==> src/rtl/ff_pulse_sched.sv <==
// Round-robin scheduler that time-shares one async clear/set pulse generator between
// N_REQ flip-flop banks. Every output comes straight from a flop, so the async pins
// never see combinational glitches.
module ff_pulse_sched #(
    parameter int unsigned N_REQ        = 4,
    parameter int unsigned PULSE_CYCLES = 4,
    parameter int unsigned GAP_CYCLES   = 2,
    parameter int unsigned CNT_W        = 8
) (
    input  logic             clk,
    input  logic             rst_n,
    input  logic [N_REQ-1:0] req,
    input  logic [N_REQ-1:0] mode,
    output logic [N_REQ-1:0] grant,
    output logic [N_REQ-1:0] clr_out,
    output logic [N_REQ-1:0] set_out,
    output logic [N_REQ-1:0] done,
    output logic             busy
);

    localparam int unsigned      IDX_W      = (N_REQ > 1) ? $clog2(N_REQ) : 1;
    localparam logic [CNT_W-1:0] PULSE_LOAD = CNT_W'(PULSE_CYCLES - 1);
    localparam logic [CNT_W-1:0] GAP_LOAD   = CNT_W'(GAP_CYCLES - 1);
    localparam logic [IDX_W-1:0] LAST_IDX   = IDX_W'(N_REQ - 1);

    typedef enum logic [1:0] {
        StIdle,
        StPulse,
        StGap
    } state_e;

    state_e           state_q, state_d;
    logic [CNT_W-1:0] cnt_q, cnt_d;
    logic [IDX_W-1:0] ptr_q, ptr_d;
    logic [IDX_W-1:0] owner_q, owner_d;
    logic [N_REQ-1:0] grant_q, grant_d;
    logic [N_REQ-1:0] clr_q, clr_d;
    logic [N_REQ-1:0] set_q, set_d;
    logic [N_REQ-1:0] done_q, done_d;
    logic             busy_q, busy_d;

    logic             win_found;
    logic [IDX_W-1:0] win_idx;

    // Bank index after i, wrapping at N_REQ (N_REQ need not be a power of two).
    function automatic logic [IDX_W-1:0] next_idx(input logic [IDX_W-1:0] i);
        return (i == LAST_IDX) ? '0 : i + IDX_W'(1);
    endfunction

    // Round-robin arbitration: first requesting bank at or after ptr_q.
    always_comb begin
        logic [IDX_W-1:0] cand;
        win_found = 1'b0;
        win_idx   = '0;
        cand      = ptr_q;
        for (int unsigned k = 0; k < N_REQ; k++) begin
            if (!win_found && req[cand]) begin
                win_found = 1'b1;
                win_idx   = cand;
            end
            cand = next_idx(cand);
        end
    end

    // Next-state and next-output logic for IDLE -> PULSE -> GAP -> IDLE.
    always_comb begin
        state_d = state_q;
        cnt_d   = cnt_q;
        ptr_d   = ptr_q;
        owner_d = owner_q;
        grant_d = grant_q;
        clr_d   = clr_q;
        set_d   = set_q;
        done_d  = '0;
        busy_d  = busy_q;

        unique case (state_q)
            StIdle: begin
                if (win_found) begin
                    state_d          = StPulse;
                    cnt_d            = PULSE_LOAD;
                    owner_d          = win_idx;
                    busy_d           = 1'b1;
                    grant_d          = '0;
                    grant_d[win_idx] = 1'b1;
                    // Operation type is fixed here; later mode changes are ignored.
                    clr_d            = '0;
                    set_d            = '0;
                    if (mode[win_idx]) begin
                        set_d[win_idx] = 1'b1;
                    end else begin
                        clr_d[win_idx] = 1'b1;
                    end
                end
            end
            StPulse: begin
                if (cnt_q == '0) begin
                    state_d         = StGap;
                    cnt_d           = GAP_LOAD;
                    clr_d           = '0;
                    set_d           = '0;
                    done_d[owner_q] = 1'b1;
                end else begin
                    cnt_d = cnt_q - CNT_W'(1);
                end
            end
            StGap: begin
                if (cnt_q == '0) begin
                    state_d = StIdle;
                    grant_d = '0;
                    busy_d  = 1'b0;
                    ptr_d   = next_idx(owner_q);
                end else begin
                    cnt_d = cnt_q - CNT_W'(1);
                end
            end
            default: begin
                state_d = StIdle;
                grant_d = '0;
                clr_d   = '0;
                set_d   = '0;
                busy_d  = 1'b0;
            end
        endcase
    end

    // State and output registers; reset aborts any pulse without issuing done.
    always_ff @(posedge clk) begin
        if (!rst_n) begin
            state_q <= StIdle;
            cnt_q   <= '0;
            ptr_q   <= '0;
            owner_q <= '0;
            grant_q <= '0;
            clr_q   <= '0;
            set_q   <= '0;
            done_q  <= '0;
            busy_q  <= 1'b0;
        end else begin
            state_q <= state_d;
            cnt_q   <= cnt_d;
            ptr_q   <= ptr_d;
            owner_q <= owner_d;
            grant_q <= grant_d;
            clr_q   <= clr_d;
            set_q   <= set_d;
            done_q  <= done_d;
            busy_q  <= busy_d;
        end
    end

    assign grant   = grant_q;
    assign clr_out = clr_q;
    assign set_out = set_q;
    assign done    = done_q;
    assign busy    = busy_q;

endmodule
==> config.mk <==
export PLATFORM = sky130hd
export DESIGN_NAME = ff_pulse_sched
export DESIGN_NICKNAME = d
export VERILOG_FILES = /design/src/rtl/ff_pulse_sched.sv
export SDC_FILE = /design/constraint.sdc
export NUM_CORES = 1
export LEC_CHECK = 0
export BUFFER_PORTS_ARGS = -buffer_cell sky130_fd_sc_hd__buf_2
export CORE_UTILIZATION = 64
export CTS_BUF_LIST = sky130_fd_sc_hd__clkbuf_4
export DETAILED_ROUTE_END_ITERATION = 6
export GPL_TIMING_DRIVEN = 0
export PLACE_DENSITY_LB_ADDON = 0.25
export SETUP_SLACK_MARGIN = 0.05
export SYNTH_ARGS = -nofsm -noshare
export SYNTH_HDL_FRONTEND = slang
export SYNTH_SLANG_ARGS = --single-unit
==> constraint.sdc <==
create_clock -name clk -period 3.53 [get_ports clk]
set_input_delay 0.353 -clock clk [delete_from_list [all_inputs] [get_ports clk]]
set_output_delay 0.353 -clock clk [all_outputs]
set_load 0.01 [all_outputs]
== Yosys cells after proc, flatten, opt, wreduce, memory -nomap -nowiden ==
Cells that the tools add are included.
Storage, ports and cells
  bits in writable memories: 0
  output and inout bits: 17
  bits of input ports: 10
  memory bits (read-only): 0
  flip-flop bits (word level): 31
  bits in latches: 0
  memories: 0
Cells by class
  multiplexer cells: 46
  magnitude comparators: 8
  reduce and logical (&&, ||, !) cells: 18
  $mul: 0
  add/subtract/negate cells: 5
  eq/ne operators: 10
  divide/modulo/power cells: 0
  bitwise gates (word level): 2
  shift operators: 0
Operators with widths (number)
  4-bit case mux with 3 select lines: 3
  4-bit 2-to-1 mux: 6
  8-bit 2-to-1 mux: 3
  8-bit case mux with 3 select lines: 1
  2-bit 2-to-1 mux: 11
  2-bit by 3-bit < comparator with 1-bit output (second input constant): 6
  3-bit AND reduction: 5
  1-bit 2-to-1 mux: 13
  1-bit binary-select mux with 2-bit select: 5
  2-bit equality test (second input constant): 5
  2-bit by 1-bit adder with 2-bit output (second input constant): 4
  8-bit logical NOT: 1
  2-bit inequality test (second input constant): 4
  8-bit by 1-bit subtractor with 8-bit output (second input constant): 1
  2-bit case mux with 3 select lines: 1
  1-bit logical AND: 5
  1-bit demux with 2-bit select: 2
  2-bit by 1-bit greater-or-equal comparator with 1-bit output (second input constant): 2
  2-bit AND reduction: 2
  1-bit logical NOT: 3
  1-bit case mux with 3 select lines: 1
  3-bit nonzero test: 1
  2-bit by 1-bit equality test with 1-bit output (second input constant): 1
  2-bit logical NOT: 1
  1-bit NOT: 2

== Longest topological paths before layout ==
Gate-level depths: netlist of the first run.
  depth after elaboration: 19
  depth in mapped cells: 10
  mapped depth without buffers: 8

== Worst setup path before layout of the first run ==
No wires, ideal clock.
  path type: register -> register
  start point: reg ptr_q[0]
  end point: reg cnt_q[7]
  data required time: 3.460 ns
  path slack: 1.160 ns
  cell stages (with the launch flop): 10
  data arrival time: 2.300 ns
  path buffers: 2
  cell sequence: dfxtp_1 ha_1 buf_2 xor2_1 a221oi_2 o21ai_1 a21bo_1 buf_2 or4_1 a21boi_1
On the way
  cells in the longest elaborated chain, start to end: 14
  elaborated cells between the ends (all ways): 29
  classes of those cells: 3 x add/sub; 4 x eq/ne; 15 x mux; 7 x reduce/logical
RTL lines
  start: declaration: RTL line 34  | logic [IDX_W-1:0] ptr_q, ptr_d;
  start signal: assignment: RTL line 142  | ptr_q <= ptr_d;
  branches (longest 11 deep; another with 2-bit by 1-bit adder with 2-bit output)
  1-bit 2-to-1 mux (*): RTL line 57  | if (!win_found && req[cand]) begin
  2-bit inequality test (no line) (*)
  3-bit AND reduction (no line) (*)
  end signal: assignment: RTL line 141  | cnt_q <= cnt_d;
  end: declaration: RTL line 33  | logic [CNT_W-1:0] cnt_q, cnt_d;
Every way passes the cells marked *. The select of a mux whose other input is x is not followed.
A chain may end at the register's enable or synchronous reset.

== Worst setup path in the final report of the first run ==
  start point: reg ptr_q[0]
  end point: reg set_q[2] (netlist: set_out[2])
On the way
  cells in the longest elaborated chain, start to end: 19
  elaborated cells between the ends (all ways): 43
  classes of those cells: 3 x add/sub; 2 x order compare; 4 x eq/ne; 26 x mux; 8 x reduce/logical
RTL lines
  branches (longest 19 deep; another with 2-bit by 3-bit < comparator with 1-bit output)
  end signal: assignment: RTL line 146  | set_q <= set_d;
  end: declaration: RTL line 38  | logic [N_REQ-1:0] set_q, set_d;
Parallel ways; which one is timed is not known. The select of a mux whose other input is x is not followed.

==> impl_metrics.ini, run 1 <==
[synth]
synth_xor_area_share_pct = 0.459
syn_avg_cell_area_um2 = 8.76
yosysTopAreaCellShare_pct = 32.5
synth_top_family_by_area = compound AO/OA/AOI/OAI gates
synth_area_um2 = 1910
synth-simple-area-share_pct = 21.3
syn_nets = 238
synth-adder-area-share_pct = 6.55
synth_cell_types = 57
synth_edf_count = 0
ys_seq_area_share_pct = 32.5
synth-compound-area-share_pct = 26.9
async_reset_ff_share_pct = 0
ys_ff_latch = 31
synth_warnings = 0
synth_ff_type = dfxtp_1
synth.largest_area_cell = dfxtp_1
syn-instance-count = 218
synth.area.top_cells = dfxtp_1, ha_1, nand2_1
synth_mux_area_share_pct = 5.05

[drt]
drtIter0Drc = 76
drt_pass1_iterations = 4
vias = 1722
drtAntennaViolNets = 0
routedWlPerCell_um = 13.6
wirelength_um = 3830
via_per_inst = 6.11
post-route-drc-count = 0

[setup_path]
end_kind = flip-flop
regToRegStartpoint = ptr_q[0]
rr_worst_depth = 8
reg2reg_to = set_out[2]
crit_buf_inv = 1
cpMaxStageDelayCell = o41ai_2
endpoint = set_out[2]
cp_max_fo = 10
crit_required_ns = 3.78
critPathMaxStageDelay_ns = 0.71
path_class = reg2reg
startpoint = ptr_q[0]
cp.depth = 8
cp_top_family = compound AO/OA/AOI/OAI gates
crit_chain = ha_1 > buf_2 > xor2_1 > o311a_1 > o21a_1 > o41ai_2 > nand2_1 > o31ai_4
start_kind = flip-flop
arrival_ns = 2.93
ff2ff_setup_slack_ns = 0.85

[timing]
rsz0062_at_grt = false
max_clock_freq_mhz = 373
fin_skew_ns = 0.0196
slew_viol_final = 0
hold_ws_ns = 0.200
relSlewSlack_pct = 48.3
setup_viol = 0
fin_crit_sh_pct = 76.0
tightestPinTransition_ns = 0.768
min_period_ns = 2.68
tns_ns = 0
hold_violations = 0

[grt]
grtUsageTotal_pct = 26.4
top_usage_layer = met2
grtUsageMet1_pct = 35.2
met3_usage_pct = 5.76
use_met2_pct = 39.2
grt_pass1_wl_um = 6580
first_global_vias = 1493
grt_max_degree = 11
gr-total-overflow = 0
antenna_found_initial = 0

[die]
die_h_um = 56.6
die_x_um = 56.6
io_pins = 27
dieArea_um2 = 3210
num_rows = 19
start_util_pct = 68.6
core_area_um2 = 2780

[cells_and_area]
fin_nets = 270
antenna_cells = 0
multi_input_area_um2 = 1150
fillers = 224
seq_area_um2 = 621
drive_gt1_share_pct = 20.7
fin_area_um2 = 2150
syn_to_final_growth_pct = 12.6
finalNonFillerCells = 282

[cts]
clk_pin_slew_ns = 0.11
post_cts_buffers = 0
cts_hold_buf = 0
cts_tree = built
root_buffer = clkbuf_4
cts_max_level = 2
cts_buffers = 5
cts_sinks = 31
clockBufferDepth = 2
post_cts_resized = 0
clk_latency_ns = 0.34

[outcome]
outcome = finished clean

[placement]
gp_congestion = 0.854
port_buffers = 25
dpl.cell_count = 274
place_hpwl_um = 2870
dpl_cell_area_um2 = 2070

[pwr]
leakage_nw = 0.920
p_total_mw = 1.67
power_density_nw_per_um2 = 779
vdd_drop_max_v = 0.000629

[run]
drv_cap = 0

[hold_path]
hp-class = in2reg
## state kept, by name (all words and copies together), names as in the netlist
name,cells
busy,1
clr_out,4
cnt_q,8
done,4
grant,4
owner_q,2
ptr_q,2
set_out,4
state_q,2
## logic make-up after synthesis
family / after synthesis
mux: 7
buf+inv: 26
xor+xnor: 1
compound gates: 68
fa+ha+maj: 10
simple gates: 75
flops: 31
## synthesized netlist by cell type, types with 5 or more instances
cell and number:
a21oi_1 12, a22o_1 5, and2_1 7, buf_6 5, dfxtp_1 31, ha_1 10, inv_1 15, nand2_1 23
nor2_1 14, nor3_1 5, o21ai_0 11, o21ai_1 5
## metrics by stage
stage          util, %  setup WS, ns
2_1_floorplan        -          1.16
3_3_place_gp      74.5         0.901
3_5_place_dp      74.5         0.904
4_1_cts           77.3         0.828
5_1_grt           77.3         0.681
6_report          77.3         0.848
## cells in the final DEF (no fill, tap or decap), types with 3 or more instances in the layout
master and instances:
a22o_1 5, buf_2 27, nand2_1 23, o21ai_1 5, nor2_1 14, o31ai_1 4
clkbuf_1 3, dfxtp_1 31, and2_1 7, nand4_1 4, nor3_1 5, inv_1 15
clkbuf_4 5, a21oi_1 12, ha_1 10, buf_6 5, mux2i_1 4, nand3_1 3
a21boi_1 3, nor2b_1 3, o21ai_0 11
## layout make-up
cell class	count	share of cell area (%)
Multi-Input combinational cell	161	53.5
Clock buffer	5	1.75
Clock inverter	3	1.80
Sequential cell	31	28.9
Tap cell	31	1.80
Buffer	10	3.61
Timing Repair Buffer	25	5.82
Inverter	16	2.85
## report_power, final
| group | total, mW | switching [mW] | internal [mW] |
|---|---|---|---|
| combinational | 0.923 | 0.559 | 0.364 |
| clock | 0.273 | 0.128 | 0.145 |
| sequential | 0.478 | 0.0484 | 0.429 |
## per-layer routing
metal	wire length [µm]	vias up
met4	105	0
met5	0	-
met2	1730	64
met3	235	14
met1	1760	787
li1	-	857
## worst min-delay path by stage
stage / start / to / slack (ns) / cells after the start
floorplan: cnt_q[5] / cnt_q[5] / 0.45 / 2
global placement: clr_out[0] / clr_out[0] / 0.43 / 2
detailed placement: set_out[3] / set_out[3] / 0.43 / 2
CTS: mode[0] / clr_out[0] / 0.20 / 2
global route: mode[0] / clr_out[0] / 0.21 / 2
finish: mode[0] / clr_out[0] / 0.20 / 2
Note: power is estimated with default switching activity, not from simulation.
==> inputs of run 2 (changes only) <==
--- a/config.mk
+++ b/config.mk
@@ -6,7 +6,7 @@
 export NUM_CORES = 1
 export LEC_CHECK = 0
 export BUFFER_PORTS_ARGS = -buffer_cell sky130_fd_sc_hd__buf_2
-export CORE_UTILIZATION = 64
+export CORE_UTILIZATION = 53
 export CTS_BUF_LIST = sky130_fd_sc_hd__clkbuf_4
 export DETAILED_ROUTE_END_ITERATION = 6
 export GPL_TIMING_DRIVEN = 0
==> constraint.sdc (replaced) <==
create_clock -name clk -period 2.3 [get_ports clk]
set_input_delay 0.23 -clock clk [delete_from_list [all_inputs] [get_ports clk]]
set_output_delay 0.23 -clock clk [all_outputs]
set_load 0.01 [all_outputs]
==> run 2 against run 1 <==
  * The run now ends with negative setup slack left
  * Total power increased by 73%
  * Combinational power increased by 90%
  * Sequential share of layout area is 3.1 points lower
  * Flip-flop and latch count is the same
  * Critical endpoint is now grant[0]
==> impl_metrics.ini, run 2 (synthesized netlist as in run 1, its figures left out) <==
[drt]
routedWlPerCell_um = 14.0
drt_pass1_iterations = 4
wirelength_um = 4340
post-route-drc-count = 0
drt-met1-wl_um = 1920
drtAntennaViolNets = 0
maxUsedRoutingLayer = met4
drtIter0Drc = 76
via_per_inst = 5.75
vias = 1782
wl_met3_um = 208
wl_met2_um = 2140

[setup_path]
start_kind = flip-flop
arrival_ns = 2.66
critPathMaxStageDelay_ns = 0.37
cp_max_fo = 7
crit_buf_inv = 2
path_class = reg2reg
end_kind = flip-flop
crit_chain = ha_4 > mux4_2 > buf_8 > a21o_1 > a221oi_2 > a31oi_1 > or2_1 > buf_6 > a22o_1
cpMaxStageDelayCell = dfxtp_4
crit_required_ns = 2.54
cp_top_family = compound AO/OA/AOI/OAI gates

[timing]
fin_skew_ns = 0.0107
relSlewSlack_pct = 61.7
slew_viol_final = 0
min_period_ns = 2.42
fin_crit_sh_pct = 105
tightestPinTransition_ns = 0.574
setup_viol = 10
worst_slack_ns = -0.116
tns_ns = -0.302
rsz0062_at_grt = true
hold_violations = 0
max_clock_freq_mhz = 414

[cts]
clk_pin_slew_ns = 0.10
cts_sinks = 31
clk_latency_ns = 0.34
cts_max_level = 2
cts_tree = built
root_buffer = clkbuf_4
clockBufferDepth = 2
cts_hold_buf = 0
cts_buffers = 5

[cells_and_area]
fillers = 260
largest_reg_flops = 8
antenna_cells = 0
fin_nets = 283
mostFrequentLayoutCell = dfxtp_1
final_cell_mix = dfxtp_1, buf_2, nand2_1, inv_1, nor2_1
finalNonFillerCells = 310
multi_input_area_um2 = 1270
drive_gt1_share_pct = 32.2
seq_area_um2 = 626
syn_to_final_growth_pct = 27.1
largest-register = cnt_q

[outcome]
failed_checks = negative setup slack
outcome = complete, but fails checks

[pwr]
power_density_nw_per_um2 = 1190
power.share.clock_pct = 14.3
leakage_nw = 1.02
internal-power_mw = 1.65
swShare_pct = 42.9
p_total_mw = 2.90
switchingPower_mw = 1.25
seqPwrFrac_pct = 25.5
vdd_drop_max_v = 0.000842
comb_power_share_pct = 60.2

[grt]
gr-total-overflow = 0
grt_pass1_wl_um = 6790
grtUsageTotal_pct = 24.1
grt_max_degree = 11
antenna_found_initial = 0
first_global_vias = 1559

[die]
die_x_um = 62.0
dieArea_um2 = 3850
io_pins = 27
die_h_um = 62.0
core_area_um2 = 3390
num_rows = 21
start_util_pct = 56.3

[hold_path]
hp-class = in2reg

[run]
drv_cap = 0

[placement]
place_hpwl_um = 2850
port_buffers = 25
gp_congestion = 0.809
dpl.cell_count = 289
-- run 2: area by class of cell --
cell class	instances	share of cell area [%]
clock buffers	5	1.55
inverters	16	2.68
multi-input cells	161	52.5
repair buffers	39	10.2
clock inverters	3	1.60
plain buffers	9	3.40
well taps	46	2.37
flip-flops and latches	31	25.8
-- run 2: path summary, 6_finish.rpt --
check	from	end	slack (ns)	cells past startpoint
hold / removal	mode[0]	clr_out[0]	0.10	2
setup reg to reg	ptr_q[0]	grant[0]	-0.12	9
hold reg to reg	clr_out[0]	clr_out[0]	0.45	2
setup / recovery	ptr_q[0]	grant[0]	-0.12	9
-- run 2: what timing repair did --
action	4_1_cts	5_1_grt
setup buffers	12	2
pin swaps	12	12
gates resized for setup	6	15
cloned	0	0
setup endpoints to repair	22	25
-- run 2: layer usage --
layer  global-route usage, %  vias to the layer above
met5                       0                        -
met4                    8.25                        0
met3                    5.59                        8
met2                    41.0                       55
met1                    29.6                      837
li1                        -                      882
-- run 2: per-stage QoR --
stage               utilization (%)  instance area [µm²]  setup slack (ns)  hold slack [ns]
detailed placement             63.7                 2160            -0.126            0.435
floorplan                         -                 1980            0.0358            0.336
global placement               63.7                 2160            -0.132            0.428
finish                         71.6                 2430            -0.116            0.102
global route                   71.6                 2430            -0.174           0.0979
CTS                            69.3                 2350           -0.0152           0.0969
-- run 2: worst reg2reg max path, stage by stage, from the launching register on --
cell	delay, ns
dfxtp_4	0.37
ha_4	0.32
mux4_2	0.32
buf_8	0.15
a21o_1	0.16
a221oi_2	0.29
a31oi_1	0.11
or2_1	0.25
buf_6	0.14
a22o_1	0.21
-- run 2: power by group through the flow --
| stage | sequential [mW] | clock (mW) | combinational, mW |
|---|---|---|---|
| 6_report | 0.740 | 0.414 | 1.75 |
| 5_1_grt | 0.761 | 0.447 | 1.91 |
| 4_1_cts | 0.735 | 0.421 | 1.63 |
| 3_5_place_dp | 0.746 | 0 | 1.47 |
| 3_3_place_gp | 0.744 | 0 | 1.46 |
| 2_1_floorplan | 0.763 | 0 | 1.15 |
==> inputs of run 3 (changes only) <==
--- a/config.mk
+++ b/config.mk
@@ -6,11 +6,14 @@
 export NUM_CORES = 1
 export LEC_CHECK = 0
 export BUFFER_PORTS_ARGS = -buffer_cell sky130_fd_sc_hd__buf_2
+export CORE_ASPECT_RATIO = 1.75
 export CORE_UTILIZATION = 53
 export CTS_BUF_LIST = sky130_fd_sc_hd__clkbuf_4
 export DETAILED_ROUTE_END_ITERATION = 6
+export GPL_ROUTABILITY_DRIVEN = 0
 export GPL_TIMING_DRIVEN = 0
 export PLACE_DENSITY_LB_ADDON = 0.25
+export RECOVER_POWER = 50
 export SETUP_SLACK_MARGIN = 0.05
 export SYNTH_ARGS = -nofsm -noshare
 export SYNTH_HDL_FRONTEND = slang
==> run 3 against run 2 <==
  * The run still ends with negative setup slack left
  * Register-to-register slack gained 0.09 ns
  * Setup slack gained 0.085 ns
  * Sequential share of layout area is essentially flat
  * Total power grew 0.53%
  * Clock power shrank 1%
  * Utilization shrank 0.44 points
  * Combinational power is essentially flat
  * First-iteration DRC count shrank 58%
  * Cell count shrank 0.97%
  * Count of clock-buffer cells in the layout is the same
==> impl_metrics.ini, run 3 (synthesized netlist as in run 1, its figures left out) <==
[setup_path]
arrival_ns = 2.61
regToRegStartpoint = ptr_q[0]
reg2reg_to = grant[1]
start_kind = flip-flop
end_kind = flip-flop
path_class = reg2reg
rr_worst_depth = 9
startpoint = ptr_q[0]
ff2ff_setup_slack_ns = -0.03
crit_required_ns = 2.57
cp_max_fo = 6

[cts]
clk_pin_slew_ns = 0.10
cts_tree = built
cts_max_level = 2
clockBufferDepth = 2
cts_hold_buf = 0
clk_latency_ns = 0.33
cts_buffers = 5
cts_sinks = 31
root_buffer = clkbuf_4

[grt]
grt_pass1_wl_um = 6870
grt_max_degree = 11
met3_usage_pct = 5.33
top_usage_layer = met2
use_met2_pct = 46.3
first_global_vias = 1663
grtUsageTotal_pct = 24.7
gr-total-overflow = 0
antenna_found_initial = 0
grtUsageMet1_pct = 24.0

[timing]
hold_ws_ns = 0.0860
fin_skew_ns = 0.0116
max_clock_freq_mhz = 429
fin_crit_sh_pct = 101
setup_viol = 4
worst_slack_ns = -0.0311
tightestPinTransition_ns = 0.587
slew_viol_final = 0
relSlewSlack_pct = 60.5
min_period_ns = 2.33
rsz0062_at_grt = true
hold_violations = 0

[placement]
port_buffers = 25
place_ws_ns = -0.204
dpl.cell_count = 288
place_hpwl_um = 3240

[drt]
vias = 1753
post-route-drc-count = 0
drtIter0Drc = 32
wirelength_um = 4490
routedWlPerCell_um = 14.6
via_per_inst = 5.71
drtAntennaViolNets = 0
drt_pass1_iterations = 4

[pwr]
leakage_nw = 0.947
comb_power_share_pct = 60.6
swShare_pct = 43.4
power_density_nw_per_um2 = 1210
vdd_drop_max_v = 0.000974
power.share.clock_pct = 14.1
switchingPower_mw = 1.27
seqPwrFrac_pct = 25.3
p_total_mw = 2.91
internal-power_mw = 1.65

[cells_and_area]
largest_reg_flops = 8
finalNonFillerCells = 307
largest-register = cnt_q
drive_gt1_share_pct = 26.0
fillers = 287
antenna_cells = 0
final_cell_mix = dfxtp_1, nand2_1, clkbuf_1, inv_1, nor2_1
utilization_pct = 71.2
syn_to_final_growth_pct = 26.7
mostFrequentLayoutCell = dfxtp_1
fin_nets = 281

[die]
num_rows = 28
dieArea_um2 = 3860
core_area_um2 = 3400
die_x_um = 47.4
io_pins = 27
start_util_pct = 56.2
die_h_um = 81.4

[hold_path]
min_path_cells = 2
hp-class = in2reg
hp-start = mode[0]
holdPathEnd = clr_out[0]

[run]
drv_cap = 0

[outcome]
outcome = complete, but fails checks
failed_checks = negative setup slack
==> run 3: changes by cell type in the layout (fill, tap and decap cells not counted), moves of 2 or more <==
| cell | before | now |
|---|---|---|
| buf_2 | 25 | 8 |
| o21ai_1 | 4 | 7 |
| clkbuf_1 | 3 | 19 |
| o21ai_0 | 10 | 8 |
==> run 3: power groups by stage <==
stage | Sequential [mW] | Combinational (mW) | Clock (mW)
6_report | 0.739 | 1.77 | 0.410
5_1_grt | 0.758 | 1.93 | 0.443
4_1_cts | 0.736 | 1.68 | 0.421
3_5_place_dp | 0.747 | 1.50 | 0
3_3_place_gp | 0.744 | 1.48 | 0
2_1_floorplan | 0.763 | 1.15 | 0
==> run 3: area by class of cell <==
type,count,area (µm²),area share [%]
inverters,16,65.1,2.69
well taps,45,56.3,2.33
clock inverters,3,38.8,1.60
multi-input cells,161,1320,54.4
repair buffers,37,198,8.17
plain buffers,9,83.8,3.47
clock buffers,5,37.5,1.55
flip-flops and latches,31,623,25.8
==> run 3: timing repair <==
item | 4_1_cts | 5_1_grt
cloned | 0 | 0
setup buffers | 9 | 3
gates resized for setup | 13 | 17
setup endpoints to repair | 20 | 25
endpoints found under the hold margin | 0 | 0
pin swaps | 11 | 14
==> run 3: critical path, cell delays in order, from the launching register on <==
cell and delay (ns):
dfxtp_2 0.36, buf_6 0.12, mux4_2 0.51, buf_8 0.16, a211o_1 0.24, a31oi_1 0.19, a221o_1 0.18, buf_6 0.13
nor4b_4 0.22, a22o_1 0.16
==> run 3: how the worst max path moves through the flow <==
stage / endpoint / slack, ns
2_1_floorplan: set_out[2] / 0.04
3_3_place_gp: grant[3] / -0.15
3_5_place_dp: grant[1] / -0.20
4_1_cts: clr_out[1] / -0.07
5_1_grt: grant[1] / -0.15
6_report: grant[1] / -0.03
==> run 3: layer usage <==
| layer | routed length (µm) | vias to the layer above | share of wire, % |
|---|---|---|---|
| li1 | - | 881 | - |
| met4 | 122 | 0 | 2.7 |
| met3 | 130 | 11 | 2.9 |
| met1 | 1740 | 824 | 39 |
| met2 | 2500 | 37 | 56 |
| met5 | 0 | - | 0 |
==> run 3: through the flow <==
stage / area [µm²] / setup TNS, ns
2_1_floorplan: 1980 / 0
3_3_place_gp: 2160 / -1.40
3_5_place_dp: 2160 / -1.88
4_1_cts: 2360 / -0.769
5_1_grt: 2420 / -1.17
6_report: 2420 / -0.0820
